## src/rtl/prbs_mon_pkg.sv

```systemverilog
// Shared state encodings for the PRBS lock monitor.
package prbs_mon_pkg;

  typedef logic [1:0] prbs_state_t;

  localparam prbs_state_t ST_IDLE    = 2'b00;
  localparam prbs_state_t ST_ACQUIRE = 2'b01;
  localparam prbs_state_t ST_LOCKED  = 2'b10;
  localparam prbs_state_t ST_LOST    = 2'b11;

endpackage

```

## src/rtl/prbs_sat_counter.sv

```systemverilog
// Saturating up-counter with a synchronous clear that has priority over increment.
module prbs_sat_counter #(
  parameter int unsigned W = 32
) (
  input  logic         clk_i,
  input  logic         resetn_i,
  input  logic         inc,
  input  logic         clr,
  output logic [W-1:0] count
);

  logic sat;

  assign sat = &count;

  // Count up on inc, hold at all-ones, clear wins over everything.
  always_ff @(posedge clk_i or negedge resetn_i) begin
    if (!resetn_i) begin
      count <= '0;
    end else if (clr) begin
      count <= '0;
    end else if (inc && !sat) begin
      count <= count + 1'b1;
    end
  end

endmodule

```

## src/rtl/prbs_lock_monitor.sv

```systemverilog
// Lock/error monitor downstream of the parallel PRBS checker.
module prbs_lock_monitor
  import prbs_mon_pkg::*;
#(
  parameter int unsigned LOCK_CNT   = 256,
  parameter int unsigned ERR_WIN    = 64,
  parameter int unsigned ERR_THRESH = 4,
  parameter int unsigned CNT_W      = 32
) (
  input  logic             clk_i,
  input  logic             resetn_i,
  input  logic             prbs_en_i,
  input  logic             chk_error_i,
  input  logic             clear_i,
  output logic             prbs_lock_o,
  output logic             prbs_err_sticky_o,
  output logic [CNT_W-1:0] err_count_o,
  output logic [1:0]       state_o
);

  localparam int unsigned RUN_W = $clog2(LOCK_CNT) + 1;
  localparam int unsigned WIN_W = $clog2(ERR_WIN) + 1;
  localparam int unsigned WE_W  = $clog2(ERR_THRESH) + 1;

  prbs_state_t      state_q, state_d;
  logic [RUN_W-1:0] run_q, run_d;
  logic [WIN_W-1:0] win_q, win_d;
  logic [WE_W-1:0]  werr_q, werr_d;
  logic             lock_q;
  logic             sticky_q;
  logic             err_locked;

  assign err_locked = prbs_en_i && (state_q == ST_LOCKED) && chk_error_i;

  // Next state plus clean-run, window and window-error counters.
  always_comb begin
    state_d = state_q;
    run_d   = run_q;
    win_d   = win_q;
    werr_d  = werr_q;
    if (!prbs_en_i) begin
      state_d = ST_IDLE;
      run_d   = '0;
      win_d   = '0;
      werr_d  = '0;
    end else begin
      case (state_q)
        ST_IDLE: begin
          state_d = ST_ACQUIRE;
          run_d   = '0;
          win_d   = '0;
          werr_d  = '0;
        end
        ST_ACQUIRE: begin
          if (chk_error_i) begin
            run_d = '0;
          end else if (run_q == RUN_W'(LOCK_CNT - 1)) begin
            state_d = ST_LOCKED;
            run_d   = '0;
            win_d   = '0;
            werr_d  = '0;
          end else begin
            run_d = run_q + 1'b1;
          end
        end
        ST_LOCKED: begin
          // Threshold check comes first so a threshold hit on the last window
          // cycle still drops lock instead of being wiped by the wrap.
          if (chk_error_i && (werr_q == WE_W'(ERR_THRESH - 1))) begin
            state_d = ST_LOST;
            win_d   = '0;
            werr_d  = '0;
          end else if (win_q == WIN_W'(ERR_WIN - 1)) begin
            win_d  = '0;
            werr_d = '0;
          end else begin
            win_d = win_q + 1'b1;
            if (chk_error_i) begin
              werr_d = werr_q + 1'b1;
            end
          end
        end
        default: begin
          state_d = ST_ACQUIRE;
          run_d   = '0;
          win_d   = '0;
          werr_d  = '0;
        end
      endcase
    end
  end

  // State, counter and registered lock-flag update.
  always_ff @(posedge clk_i or negedge resetn_i) begin
    if (!resetn_i) begin
      state_q <= ST_IDLE;
      run_q   <= '0;
      win_q   <= '0;
      werr_q  <= '0;
      lock_q  <= 1'b0;
    end else begin
      state_q <= state_d;
      run_q   <= run_d;
      win_q   <= win_d;
      werr_q  <= werr_d;
      lock_q  <= (state_d == ST_LOCKED);
    end
  end

  // Sticky error: set by a locked-state error or by passing through LOST.
  always_ff @(posedge clk_i or negedge resetn_i) begin
    if (!resetn_i) begin
      sticky_q <= 1'b0;
    end else if (clear_i) begin
      sticky_q <= 1'b0;
    end else if (err_locked || (prbs_en_i && (state_q == ST_LOST))) begin
      sticky_q <= 1'b1;
    end
  end

  prbs_sat_counter #(
    .W(CNT_W)
  ) u_err_cnt (
    .clk_i   (clk_i),
    .resetn_i(resetn_i),
    .inc     (err_locked),
    .clr     (clear_i),
    .count   (err_count_o)
  );

  assign state_o           = state_q;
  assign prbs_lock_o       = lock_q;
  assign prbs_err_sticky_o = sticky_q;

endmodule
```

## config.mk

```make
export PLATFORM = sky130hd
export DESIGN_NAME = prbs_lock_monitor
export DESIGN_NICKNAME = d
export VERILOG_FILES = /design/src/rtl/prbs_mon_pkg.sv /design/src/rtl/prbs_sat_counter.sv /design/src/rtl/prbs_lock_monitor.sv
export SDC_FILE = /design/constraint.sdc
export NUM_CORES = 1
export LEC_CHECK = 0
export ABC_CLOCK_PERIOD_IN_PS = 2350
export CORE_UTILIZATION = 42
export DETAILED_ROUTE_END_ITERATION = 6
export PLACE_DENSITY_LB_ADDON = 0.25
export SETUP_SLACK_MARGIN = 0.1
export SYNTH_ARGS = -nofsm -noshare
export SYNTH_HDL_FRONTEND = slang
export SYNTH_SLANG_ARGS = --single-unit
```

## constraint.sdc

```tcl
create_clock -name clk_i -period 2.35 [get_ports clk_i]
set_input_delay 0.3525 -clock clk_i [delete_from_list [all_inputs] [get_ports clk_i]]
set_output_delay 0.3525 -clock clk_i [all_outputs]
set_load 0.005 [all_outputs]
```

* Word-level counts from Yosys, hierarchy flattened
Cells that the tools add are included.
** Storage, ports and cells
- Flip-flop bits (word level) :: 55
- Word-level logic and storage cells :: 60
- Bits of input ports :: 5
- Output and inout bits :: 36
** Cells by class
- Reductions and logical operators :: 12
- Eq/ne operators :: 11
- Mux-type cells :: 26
- Add/subtract/negate cells :: 4
** Operators with widths (count)
- $mux W32 :: 2
- $mux W7 :: 5
- $add A32 B1 Y32 const B :: 1
- $reduce_and A32 Y1 :: 1
- $mux W9 :: 3
- $mux W3 :: 6
- $pmux W9 S2 :: 1
- $pmux W7 S2 :: 1
- $add A9 B1 Y9 const B :: 1
- $eq A9 B8 Y1 const B :: 1
- $mux W2 :: 4
- $add A7 B1 Y7 const B :: 1
- $eq A7 B6 Y1 const B :: 1
- $eq A2 B2 Y1 const B :: 3
- $ne A3 B3 Y1 const B :: 2
- $pmux W3 S2 :: 1
- $logic_and A1 B1 Y1 :: 5
- $ne A5 B3 Y1 const B :: 1
- $pmux W2 S2 :: 1
- $reduce_bool A2 Y1 :: 2
- $add A3 B1 Y3 const B :: 1
- $eq A3 B2 Y1 const B :: 1
- $reduce_and A3 Y1 :: 1
- $eq A2 B1 Y1 const B :: 1
- other kinds (5) :: 6

* Longest topological paths before layout
Gate-level depths: netlist (run 1).
- Word-level depth :: 6
- Mapped depth :: 8
- Depth with buffers taken out :: 7

* Cells and area by module
Synthesis (run 1) repeated with hierarchy kept, for this count alone.
** Second synthesis, totals
- Cells, all modules :: 318
- Area total of the unflattened synthesis :: 3195.6 um2
** Modules (own cells, without submodules)
- prbs_sat_counter :: sequential area each 800.8 um2, cells an instance 190, area each 1865.5 um2, instances 1
- prbs_lock_monitor :: sequential area each 575.6 um2, cells an instance 128, area each 1330.0 um2, instances 1

* Least setup slack after synthesis (run 1)
Ideal clock, no wire load.
- Kind :: reg2reg
- Start point :: register state_q[0] (netlist: state_o[0])
- End point :: register u_err_cnt.count[31]
- Path buffers :: 0
- Data arrival time :: 1.973 ns
- Required time :: 2.272 ns
- Setup slack :: 0.299 ns
- Library setup time :: 0.078 ns
- Cell stages (with the launch flop) :: 8
- Period minus slack after synthesis :: 2.051 ns
- Path through :: dfrtp_1 -> inv_1 -> ha_1 -> nand3_1 -> nor3_2 -> o311ai_4 -> or4_1 -> a21oi_1
** On the way
- Longest elaborated chain between the ends :: 5
** Ends and longest elaborated chain
- start: declaration :: RTL line prbs_lock_monitor.sv:25 : prbs_state_t state_q, state_d;
- start signal: assignment :: RTL line prbs_lock_monitor.sv:102 : state_q <= state_d;
- $eq A2 B2 Y1 :: RTL line prbs_lock_monitor.sv:33 : assign err_locked = prbs_en_i && (state_q == ST_LOCKED) && chk_error_i;
- $logic_and A1 B1 Y1 (2 in a row) :: RTL line prbs_lock_monitor.sv:33
- $logic_and A1 B1 Y1 :: RTL line prbs_sat_counter.sv:22 : end else if (inc && !sat) begin
- $reduce_bool A2 Y1 (no line)
- end signal: assignment :: RTL line prbs_sat_counter.sv:23 : count <= count + 1'b1;
- end: declaration :: RTL line prbs_sat_counter.sv:9 : output logic [W-1:0] count
No other way between the ends.
A chain may end at the register's enable or synchronous reset.

* Worst setup path after layout (run 1)
- Start point :: register run_q[0]
- End point :: register win_q[2]
** On the way
- Longest elaborated chain between the ends :: 3
** Ends and longest elaborated chain
- start: declaration :: RTL line prbs_lock_monitor.sv:26 : logic [RUN_W-1:0] run_q, run_d;
- start signal: assignment :: RTL line prbs_lock_monitor.sv:103 : run_q <= run_d;
- $eq A9 B8 Y1 :: RTL line prbs_lock_monitor.sv:57 : end else if (run_q == RUN_W'(LOCK_CNT - 1)) begin
- $ne A3 B3 Y1 (no line)
- $reduce_and A2 Y1 (no line)
- end signal: assignment :: RTL line prbs_lock_monitor.sv:104 : win_q <= win_d;
- end: declaration :: RTL line prbs_lock_monitor.sv:27 : logic [WIN_W-1:0] win_q, win_d;
No other way between the ends.

==> run_results.csv, run 1 <==
group,metric,value,unit
cts,cts_buffers,5,
sta,finalHoldViolCount,0,
cells_and_area,seq_area,1380,µm²
sta,finClkSkew,0.00886,ns
sta,worst_pin_slew,0.641,ns
drt,drc,0,
power_and_ir_drop,p_per_area,417,nW/µm²
sta,hold_ws,0.0557,ns
yosys,synth.avg_cell_area,9.33,µm²
cells_and_area,fin_util,55.4,%
cts,clk_pin_slew,0.10,ns
floorplan,core_area,6940,µm²
cts,clock-sinks,55,
cts,clock-root-buffer,"clkbuf_8",
sta,max_freq,0.484,GHz
worst_setup_path,critPathLaunchType,"flop",
yosys,syn_area,3090,µm²
cells_and_area,stdcell_area,3850,µm²
drt,wire_per_inst,14.3,µm
yosys,synth_edf_count,0,
yosys,yosysWarningCount,0,
worst_setup_path,ff2ff_path_depth,6,
sta,slew_headroom,57.3,%
drt,drt-total-wl,6.97,mm
grt,track_usage,19.4,%
floorplan,fp.dieW,87.8,µm
grt,grt_pass1_vias,2568,
grt,grt_max_degree,30,
run_status,status,"finished clean",
cells_and_area,stdcell_count,487,
yosys,seq_area_frac_synth,44.6,%
cts,cts_tree,"done",
drt,vias,2738,
sta,fin_ws,0.285,ns
cells_and_area,final_nets,404,
yosys,synth.top_cells.by_area,"dfrtp_1 (45%), a21oi_1 (4.9%), o21ai_0 (4.9%)",
power_and_ir_drop,leakage,1.51,nW
worst_setup_path,cp_max_fo,4,
worst_setup_path,cp.required,2.56,ns
floorplan,io_pins,41,
yosys,synth_nets,345,
yosys,synth.distinct_cells,51,
worst_hold_path,min_path_type,"in -> async",
run,cap_viol_max_count,0,
place,dpl.cell_count,478,
floorplan,fp-row-count,30,
drt,ant_nets,0,
grt,antenna_found_initial,0,
place,portBuffers,40,
yosys,synth.top_cell.area_share,44.6,%
cells_and_area,fillers,621,
place,pre_cts_slack,0.135,ns
grt,overflow,0,
power_and_ir_drop,vdd_drop_max,0.199,mV
yosys,post_synth_inst_count,331,
cts,insertion_delay,0.31,ns
sta,tns,0,ns
yosys,ys.flop_type,"dfrtp_1",
sta,post-route-min-period,2.07,ns
cells_and_area,drive_gt1_share,12.8,%
place,dp_hpwl,5.10,mm
power_and_ir_drop,totalPowerFinal,1.60,mW
yosys,ys_ff_latch,55,
yosys,yosysMostFrequentCell,"dfrtp_1",
worst_setup_path,crit_type,"reg -> reg",
worst_setup_path,worst_ep_arrival_time,2.28,ns
drt,firstDrtPassIters,4,
sta,grt_setup_unrepaired,"false",
place,gp_congestion,0.874,
yosys,async_reset_ff_share,100,%
floorplan,dieArea,7700,µm²
cts,cts_max_level,2,
cells_and_area,multi_input_area,1600,µm²
sta,finalCritPeriodShare,87.9,%
worst_setup_path,crit_path_end_kind,"flop",
cells_and_area,num_antenna_cells,0,
floorplan,initial_core_util,44.5,%
floorplan,die_h,87.8,µm
yosys,netlist.top_cell.by_area,"dfrtp_1",
cts,clock_path_buffers,2,
sta,drv_slew,0,
drt,drt-initial-drc-count,107,
yosys,ys_top_cells_by_count,"dfrtp_1 (55), a21oi_1 (30), o21ai_0 (30), nand2_1 (29), or3_1 (19)",
place,dpl_cell_area,3710,µm²
cells_and_area,area_growth,24.6,%
sta,finalSetupViolCount,0,
grt,grt_pass1_wl,11.8,mm
drt,viasPerCell,5.62,
-- final timing paths --
kind,from,to,slack (ns)
min in group clk_i,werr_q[0]$_DFFE_PN0P_,werr_q[0]$_DFFE_PN0P_,0.48
worst min register to register,werr_q[0]$_DFFE_PN0P_,werr_q[0]$_DFFE_PN0P_,0.48
worst min-delay path,resetn_i,u_err_cnt.count[30]$_DFFE_PN0P_,0.06
worst max-delay path,run_q[0]$_DFFE_PN0P_,win_q[2]$_DFFE_PN0P_,0.28
max in group asynchronous,resetn_i,run_q[8]$_DFFE_PN0P_,1.61
worst max register to register,run_q[0]$_DFFE_PN0P_,win_q[2]$_DFFE_PN0P_,0.28
-- layer usage --
layer	global-route usage (%)	routed length, µm	vias to the layer above
li1	-	-	1349
met1	25.3	3220	1333
met2	33.1	3450	50
met3	3.11	212	6
met4	6.26	87	0
met5	0	0	-
-- worst max-delay path: stages, from the launching register on --
cell and delay [ns]:
dfrtp_1 0.38, ha_1 0.23, nand4_1 0.16, nor2_2 0.16
or4b_4 0.52, a211o_1 0.32, o31ai_1 0.20
-- cell type report --
| class | instances | area share [%] |
|---|---|---|
| clock buffer | 7 | 2.50 |
| clock inverter | 1 | 0.195 |
| inverter | 11 | 1.07 |
| multi-input combinational | 251 | 41.7 |
| sequential | 55 | 35.8 |
| tap | 96 | 3.12 |
| timing repair buffer | 66 | 15.7 |
-- what timing repair did --
action,CTS,global route
hold buffers,0,0
endpoints found under the setup margin,0,21
gates resized for setup,0,3
hold endpoints to repair,0,0
buffers inserted,0,1
-- power by group --
group          total, mW  internal (mW)  switching, mW
sequential         0.949          0.948        0.00123
clock              0.575          0.269          0.306
combinational     0.0795         0.0271         0.0524
-- cells by family after synthesis --
family	share of synthesized area (%)
fa+ha+maj	3.65
compound gates	20.5
flops	44.6
simple gates	25.1
mux	0.648
xor+xnor	1.70
buf+inv	3.89
-- state kept, by name (all words and copies together), names as in the netlist --
register	cells
win_q	7
u_err_cnt.count	32
prbs_err_sticky_o	1
werr_q	3
run_q	9
prbs_lock_o	1
state_o	2
-- placed cells by master, fill, tap and decap left out, drive strengths merged, types with 2 or more instances in the layout --
| cell type | netlist | routed |
|---|---|---|
| and2 | 3 | 3 |
| nand2b | 3 | 3 |
| o311ai | 2 | 2 |
| nand4 | 10 | 10 |
| or4 | 9 | 9 |
| a21o | 3 | 3 |
| ha | 9 | 9 |
| a21oi | 30 | 30 |
| inv | 11 | 11 |
| and3 | 7 | 7 |
| nor4 | 3 | 3 |
| clkdlybuf4s50 | 0 | 39 |
| nor2 | 18 | 18 |
| o211ai | 2 | 2 |
| o21a | 2 | 2 |
| buf | 6 | 27 |
| xor2 | 4 | 4 |
| nor3 | 6 | 6 |
| dfrtp | 55 | 55 |
| a21boi | 2 | 2 |
| nor2b | 2 | 2 |
| nand2 | 29 | 29 |
| or2 | 3 | 3 |
| nand3 | 18 | 18 |
| o2111ai | 2 | 2 |
| clkbuf | 8 | 7 |
| or3 | 19 | 19 |
| nor3b | 2 | 2 |
| mux2i | 2 | 2 |
| o22ai | 2 | 2 |
| o21ai | 30 | 30 |
| o31ai | 13 | 13 |
| xnor2 | 2 | 2 |
| o41ai | 2 | 2 |
(Power assumes the default switching activity.)
==> run 2: changes to the inputs <==
CORE_MARGIN = 1   (was default)
HOLD_SLACK_MARGIN = 0.06   (was default)
==> results of run 2 <==
No change in the layout: final DEF, timing and power equal those of run 1.
==> run 3: changes to the inputs <==
CORE_MARGIN = default   (was 1)
PLACE_DENSITY_LB_ADDON = default   (was 0.25)
SLEW_MARGIN = 20   (was default)
==> run 3 against run 2 <==
Against the previous run:
- sequential power barely moved
- critical path type unchanged
- non-clock buffer count rose by 2
- sequential share of layout area rose by 0.082 points
- wire length rose by 2.6%
- critical path depth fell by 1
- worst hold slack improved by 0.44 ns
- clock power fell by 2%
==> run_results.csv, run 3 (same netlist as run 1, synthesis figures left out) <==
group,metric,value,unit
cells_and_area,area_growth,24.3,%
worst_setup_path,critPathLaunchType,"flop",
power_and_ir_drop,p_switching,376,µW
worst_setup_path,r2r-start,"u_err_cnt.count[21]$_DFFE_PN0P_",
worst_setup_path,crit_path_end_kind,"flop",
cts,clock-root-buffer,"clkbuf_8",
grt,track_usage,20.4,%
cells_and_area,final_nets,406,
floorplan,core_area,6940,µm²
power_and_ir_drop,clkPwrFrac,35.4,%
power_and_ir_drop,vdd_drop_max,0.322,mV
worst_setup_path,cp.required,2.59,ns
power_and_ir_drop,leakage,1.51,nW
drt,drt-initial-drc-count,103,
power_and_ir_drop,p_per_area,416,nW/µm²
place,gp_congestion,0.856,
grt,overflow,0,
worst_hold_path,min_path_type,"reg -> reg",
drt,wire_per_inst,14.6,µm
floorplan,dieArea,7700,µm²
cells_and_area,num_antenna_cells,0,
worst_setup_path,crit_type,"reg -> reg",
drt,viasPerCell,5.57,
cells_and_area,final_cell_mix,"dfrtp_1 (55), clkdlybuf4s50_1 (39), a21oi_1 (30), o21ai_0 (30), nand2_1 (29)",
floorplan,initial_core_util,44.5,%
sta,post-route-min-period,2.13,ns
run,cap_viol_max_count,0,
cts,clock_path_buffers,2,
drt,drt-total-wl,7.15,mm
sta,worst_pin_slew,0.589,ns
cells_and_area,largest_registers,"u_err_cnt.count x32, run_q x9, win_q x7",
worst_setup_path,crit_path_start,"u_err_cnt.count[21]$_DFFE_PN0P_",
sta,slew_headroom,60.7,%
cells_and_area,seq_area,1380,µm²
cells_and_area,multi_input_area,1600,µm²
sta,finalSetupViolCount,0,
power_and_ir_drop,p_sw_share,23.6,%
drt,vias,2723,
floorplan,die_h,87.8,µm
sta,tns,0,ns
sta,grt_setup_unrepaired,"false",
cells_and_area,fillers,651,
cts,clock-sinks,55,
worst_hold_path,worstHoldStart,"werr_q[0]$_DFFE_PN0P_",
cts,insertion_delay,0.31,ns
power_and_ir_drop,seqPwrFrac,59.4,%
grt,antenna_found_initial,0,
power_and_ir_drop,totalPowerFinal,1.60,mW
worst_setup_path,worst_ep_arrival_time,2.36,ns
worst_setup_path,cp_max_fo,8,
floorplan,fp.dieW,87.8,µm
grt,grt_max_degree,27,
cells_and_area,largest_reg_flops,32,
floorplan,io_pins,41,
sta,finalCritPeriodShare,90.6,%
sta,finClkSkew,0.0132,ns
sta,max_freq,0.470,GHz
drt,firstDrtPassIters,4,
place,portBuffers,40,
cells_and_area,drive_gt1_share,12.5,%
drt,ant_nets,0,
power_and_ir_drop,comb_power_share,5.2,%
drt,drc,0,
sta,drv_slew,0,
run_status,status,"finished clean",
cts,clk_pin_slew,0.11,ns
cells_and_area,final_common_cell,"dfrtp_1",
grt,grt_pass1_wl,12.4,mm
cells_and_area,largest_register,"u_err_cnt.count",
floorplan,fp-row-count,30,
grt,grt_pass1_vias,2605,
cts,cts_max_level,2,
sta,finalHoldViolCount,0,
cts,cts_tree,"done",
cts,cts_buffers,5,
place,dp_hpwl,5.22,mm
power_and_ir_drop,p_int,1.22,mW
-- run 3: layout make-up --
cell class	instances	share of cell area, %
multi-input combinational	251	41.6
sequential	55	35.8
timing repair buffer	68	15.8
tap	96	3.13
clock buffer	7	2.25
inverter	11	1.08
clock inverter	1	0.228
-- run 3: repair_timing --
item | CTS | global route
buffers inserted | 0 | 2
gates resized for setup | 0 | 2
hold buffers | 1 | 0
hold endpoints to repair | 19 | 0
endpoints found under the setup margin | 0 | 15
-- run 3: per-layer routing --
metal,routed length (µm),share of wire [%],global-route usage (%)
met5,0,0,0
met4,68,0.95,5.81
met3,175,2.4,2.92
met2,3500,49,33.9
met1,3410,48,27.9
-- run 3: critical path, cell delays in order (launching register included) --
cell and delay, ns:
dfrtp_1 0.42, nand4_1 0.16, or3_1 0.60, nand4b_1 0.34, or3_1 0.39, a21oi_1 0.14
-- run 3: path summary, 6_finish.rpt --
kind                                                         to  slack, ns  depth (start not counted)
worst max register to register  u_err_cnt.count[28]$_DFFE_PN0P_       0.22                          5
worst min register to register            werr_q[0]$_DFFE_PN0P_       0.50                          1
max in group asynchronous                  state_o[1]$_DFF_PN0_       1.08                          3
worst max-delay path            u_err_cnt.count[28]$_DFFE_PN0P_       0.22                          5
worst min-delay path                      werr_q[0]$_DFFE_PN0P_       0.50                          1
min in group asynchronous       u_err_cnt.count[25]$_DFFE_PN0P_       0.57                          2
-- run 3: power by group through the flow --
| stage | logic (mW) | registers [mW] | clock network [mW] |
|---|---|---|---|
| finish | 0.0824 | 0.949 | 0.565 |
| global placement | 0.0830 | 0.968 | 0 |
| global route | 0.0939 | 0.950 | 0.627 |
| detailed placement | 0.0829 | 0.968 | 0 |
| CTS | 0.0845 | 0.949 | 0.592 |
| floorplan | 0.0324 | 0.969 | 0 |
-- run 3: per-stage QoR --
stage,utilization (%),cell area (µm²),std cells,hold WS [ns],worst slack (ns)
final,55.3,3840,489,0.498,0.221
after global routing,55.3,3840,489,0.530,0.109
after CTS,55.0,3820,487,0.492,0.109
after detailed placement,53.5,3710,478,0.397,0.0935
after global placement,53.5,3710,478,0.403,0.133
after floorplan,-,3090,331,0.0569,0.299
